--- src/rtl/rot_feeder.sv ---
// Streaming front-end for the combinational rot block: feeds words with an
// arithmetic-sequence rotation amount and captures results in a 2-entry FIFO.
module rot_feeder #(
   parameter int unsigned N      = 8,
   parameter int unsigned log2_N = 3
) (
   input  logic              clk,
   input  logic              rst_n,
   input  logic              cfg_load,
   input  logic [0:log2_N-1] cfg_k0,
   input  logic [0:log2_N-1] cfg_step,
   input  logic              in_valid,
   output logic              in_ready,
   input  logic [0:N-1]      in_data,
   input  logic              in_last,
   output logic [0:N-1]      rot_bits,
   output logic [0:log2_N-1] rot_k,
   input  logic [0:N-1]      rot_result,
   output logic              out_valid,
   input  logic              out_ready,
   output logic [0:N-1]      out_data,
   output logic [0:log2_N-1] out_k,
   output logic              out_last,
   output logic              busy
);

   localparam int unsigned KW = log2_N;
   localparam int unsigned DW = N;

   localparam logic [1:0] IDLE  = 2'd0;
   localparam logic [1:0] RUN   = 2'd1;
   localparam logic [1:0] DRAIN = 2'd2;

   logic [1:0]    state;
   logic [1:0]    state_nxt;
   logic [1:0]    count;
   logic [KW-1:0] cur_k;
   logic [KW-1:0] step_r;
   logic [DW-1:0] e0_data, e1_data;
   logic [KW-1:0] e0_k, e1_k;
   logic          e0_last, e1_last;
   logic          accept;
   logic          pop;

   // Handshake terms depend only on registered state and count
   assign in_ready  = (state == RUN) && (count < 2'd2);
   assign out_valid = (count != 2'd0);
   assign accept    = in_valid && in_ready;
   assign pop       = out_valid && out_ready;
   assign busy      = (state != IDLE);

   assign rot_bits = in_data;
   assign rot_k    = cur_k;

   assign out_data = e0_data;
   assign out_k    = e0_k;
   assign out_last = e0_last;

   // State register
   always_ff @(posedge clk or negedge rst_n) begin
      if (!rst_n) state <= IDLE;
      else        state <= state_nxt;
   end

   // Next-state logic
   always_comb begin
      state_nxt = state;
      case (state)
         IDLE:    if (cfg_load) state_nxt = RUN;
         RUN:     if (accept && in_last) state_nxt = DRAIN;
         DRAIN:   if (count == 2'd0) state_nxt = IDLE;
         default: state_nxt = IDLE;
      endcase
   end

   // Rotation sequence: latched at burst start, advanced once per accepted word
   always_ff @(posedge clk or negedge rst_n) begin
      if (!rst_n) begin
         cur_k  <= '0;
         step_r <= '0;
      end else if ((state == IDLE) && cfg_load) begin
         cur_k  <= cfg_k0;
         step_r <= cfg_step;
      end else if (accept) begin
         cur_k <= cur_k + step_r;
      end
   end

   // Two-entry FIFO with e0 as the head; push at count==2 is excluded by in_ready
   always_ff @(posedge clk or negedge rst_n) begin
      if (!rst_n) begin
         count   <= 2'd0;
         e0_data <= '0;
         e0_k    <= '0;
         e0_last <= 1'b0;
         e1_data <= '0;
         e1_k    <= '0;
         e1_last <= 1'b0;
      end else if (pop && !accept) begin
         e0_data <= e1_data;
         e0_k    <= e1_k;
         e0_last <= e1_last;
         count   <= count - 2'd1;
      end else if (accept && !pop) begin
         if (count == 2'd0) begin
            e0_data <= rot_result;
            e0_k    <= cur_k;
            e0_last <= in_last;
         end else begin
            e1_data <= rot_result;
            e1_k    <= cur_k;
            e1_last <= in_last;
         end
         count <= count + 2'd1;
      end else if (accept && pop) begin
         if (count == 2'd1) begin
            e0_data <= rot_result;
            e0_k    <= cur_k;
            e0_last <= in_last;
         end else begin
            e0_data <= e1_data;
            e0_k    <= e1_k;
            e0_last <= e1_last;
            e1_data <= rot_result;
            e1_k    <= cur_k;
            e1_last <= in_last;
         end
      end
   end

endmodule

--- config.mk ---
export PLATFORM = sky130hd
export DESIGN_NAME = rot_feeder
export DESIGN_NICKNAME = d
export VERILOG_FILES = /design/src/rtl/rot_feeder.sv
export SDC_FILE = /design/constraint.sdc
export NUM_CORES = 1
export LEC_CHECK = 0
export ABC_AREA = 1
export ABC_CLOCK_PERIOD_IN_PS = 4450
export CORE_MARGIN = 2
export CORE_UTILIZATION = 55
export CTS_CLUSTER_SIZE = 40
export DETAILED_ROUTE_END_ITERATION = 10
export DONT_BUFFER_PORTS = 1
export PLACE_DENSITY = 0.66
export SLEW_MARGIN = 20
export SYNTH_ARGS = -nofsm -noshare
export SYNTH_HDL_FRONTEND = slang
export SYNTH_SLANG_ARGS = --single-unit
export TNS_END_PERCENT = 10
--- constraint.sdc ---
create_clock -name clk -period 4.45 [get_ports clk]
set_input_delay 0.6675 -clock clk [delete_from_list [all_inputs] [get_ports clk]]
set_output_delay 0.6675 -clock clk [all_outputs]
set_load 0.01 [all_outputs]
==> impl_metrics.json <==
{
  "critPathMaxFanout": 24,
  "pre_cts_slack_ps": 1950,
  "grt_usage": 0.185,
  "required_ps": 4690,
  "grt_pass1_wl_um": 5660,
  "postCtsSetupBuffers": 0,
  "rsz0062_at_grt": "no",
  "relSlewSlack": 0.509,
  "dp_hpwl_um": 2350,
  "syn_nets": 249,
  "min_path_type": "input pin to async pin",
  "ff2ff_setup_slack_ps": 1940,
  "synth_cell_types": 29,
  "final_max_slew_viol_count": 0,
  "drive_above_1_share": 0.146,
  "arrival_ps": 2750,
  "finalPower_w": 0.00135,
  "syn_area_per_cell_um2": 8.77,
  "antenna_cells": 0,
  "cap_viol_max_count": 0,
  "fin_crit_ps": 2510,
  "grt_max_degree": 35,
  "cts_max_path_buffers": 2,
  "vias": 1276,
  "cts_buffers": 5,
  "r2r-end": "out_k[0]$_DFFE_PN0P_",
  "synth_mux_area_frac": 0.0121,
  "fin_ws_ps": 1940,
  "antenna_found_initial": 0,
  "routabilityCongestion": 0.797,
  "num_rows": 21,
  "dp.cells": 243,
  "yosys.area_share.simple": 0.247,
  "io_buffers": 0,
  "final_nets": 241,
  "synth_adder_area_share": 0.0576,
  "syn_area_um2": 1870,
  "synthesis.instances": 213,
  "instances_no_fill": 252,
  "wire_per_inst_um": 12.9,
  "firstDrtPassIters": 4,
  "tritoncts_num_sinks": 34,
  "synth_compound_area_frac": 0.100,
  "ff2ff_path_depth": 9,
  "peakVddDrop_mv": 0.295,
  "postRouteAntennaNets": 0,
  "clk_pin_slew_ps": 110,
  "fmax_mhz": 399,
  "synth_top_family_by_area": "simple AND/OR/NAND/NOR gates",
  "status": "completed",
  "final_cell_mix": "65 x nand2_1, 34 x dfrtp_1, 17 x o21ai_1",
  "core-area_um2": 3310,
  "setup_tns_ps": 0,
  "fp.dieH_um": 62.3,
  "cts_hold_buf": 0,
  "power_leakage_nw": 0.925,
  "fin_skew_ps": 15.1,
  "cts_root_buffer": "clkbuf_4",
  "grt-ovfl-total": 0,
  "worstMarginPinSlew_ps": 737,
  "grt_pass1_vias": 1201,
  "timing.final.crit_share": 0.564,
  "wirelength_um": 3260,
  "fp.dieArea_um2": 3880,
  "hold_violations": 0,
  "drc_errors": 0,
  "area_delta_synth_final_pct": -0.201,
  "drt_iter0_markers": 88,
  "cts-resized-gates": 0,
  "die_x_um": 62.3,
  "powerDensity_nw_per_um2": 724,
  "setup_viol": 0,
  "final_common_cell": "nand2_1",
  "end_kind": "flop",
  "htree_levels": 2,
  "start_kind": "flop",
  "cts_tree": "yes",
  "initial_core_util": 0.564,
  "critPathKind": "flop to flop",
  "synthXorXnorAreaFrac": 0.00469,
  "viasPerCell": 5.06,
  "synth_seq_cells": 34,
  "rr_startpoint": "count[1]$_DFFE_PN0P_",
  "ys.warnings.count": 0,
  "ios": 54,
  "clk_latency_ps": 340,
  "ys_seq_area_frac": 0.455,
  "fillers": 302
}
==> through the flow <==
stage,hold slack (ps),area (um2),util
5_1_grt,0.768,1860,0.563
2_1_floorplan,372,1870,-
4_1_cts,0.227,1840,0.557
3_3_place_gp,373,1780,0.539
3_5_place_dp,373,1780,0.539
6_report,23.3,1860,0.563
==> layer usage <==
layer  global-route usage  up-vias  part of all wire
met4               0.0528        0             0.014
met2                0.283       40              0.43
met5                    0        -                 0
met3               0.0725        8             0.069
met1                0.246      577              0.48
li1                     -      651                 -
==> worst max path at each step <==
| stage | start | end | cells after the start |
|---|---|---|---|
| after floorplan | count[1]$_DFFE_PN0P_ | out_k[1]$_DFFE_PN0P_ | 11 |
| after global placement | count[1]$_DFFE_PN0P_ | out_k[0]$_DFFE_PN0P_ | 9 |
| after detailed placement | count[1]$_DFFE_PN0P_ | out_k[0]$_DFFE_PN0P_ | 9 |
| after CTS | count[1]$_DFFE_PN0P_ | out_k[0]$_DFFE_PN0P_ | 9 |
| after global routing | count[1]$_DFFE_PN0P_ | e1_k[1]$_DFFE_PN0P_ | 10 |
| final | count[1]$_DFFE_PN0P_ | out_k[0]$_DFFE_PN0P_ | 9 |
==> cells by family (layout without fill, tap and decap cells) <==
family	after synthesis	after routing
DFF	34	34
and+or+nand+nor	93	93
buffers and inverters	39	32
adders and majority gates	8	8
AOI/OAI and AO/OA	36	36
muxes	2	2
xor gates and xnor gates	1	1
==> flip-flops by register name, summed over array words and instances, names as in the netlist <==
register  count
count         2
out_k         3
e1_k          3
out_data      8
e1_data       8
state         2
step_r        3
e1_last       1
rot_k         3
out_last      1
==> worst max-delay path, cell delays in order, from the launching register on <==
cell and delay, ps:
dfrtp_1 420, inv_1 110, ha_1 280, inv_2 140
nand2_4 160, ha_1 280, o21ai_2 610, o21ai_0 230
nand2_1 130, nand2_1 50
==> final cells by class <==
type / instances / area, um2 / share of cell area
Tap cell: 46 / 57.6 / 0.0309
Sequential cell: 34 / 851 / 0.456
Multi-Input combinational cell: 140 / 788 / 0.423
Timing Repair Buffer: 1 / 20.0 / 0.0107
Inverter: 23 / 87.6 / 0.0470
Clock inverter: 1 / 5.00 / 0.00268
Clock buffer: 7 / 55.1 / 0.0295
==> report_power, final <==
part	internal, W	switching, W
clock	0.0000765	0.000101
sequential	0.000447	0.000127
combinational	0.000220	0.000378
total	0.000744	0.000606
==> synthesized netlist by cell type, drive strengths merged <==
master  count  share of area
nand3      17          0.074
fa          1          0.011
inv        14          0.028
nand3b      1         0.0040
nor3        1         0.0087
dfrtp      34           0.46
ha          7          0.047
o21ai      31          0.085
clkinv      9          0.019
nand2      68           0.15
a21oi       4          0.011
buf        16          0.076
nor2        5          0.011
nand4       1         0.0034
o32ai       1         0.0047
mux2        2          0.012
xnor2       1         0.0047
Note: power is estimated with default switching activity, not from simulation.
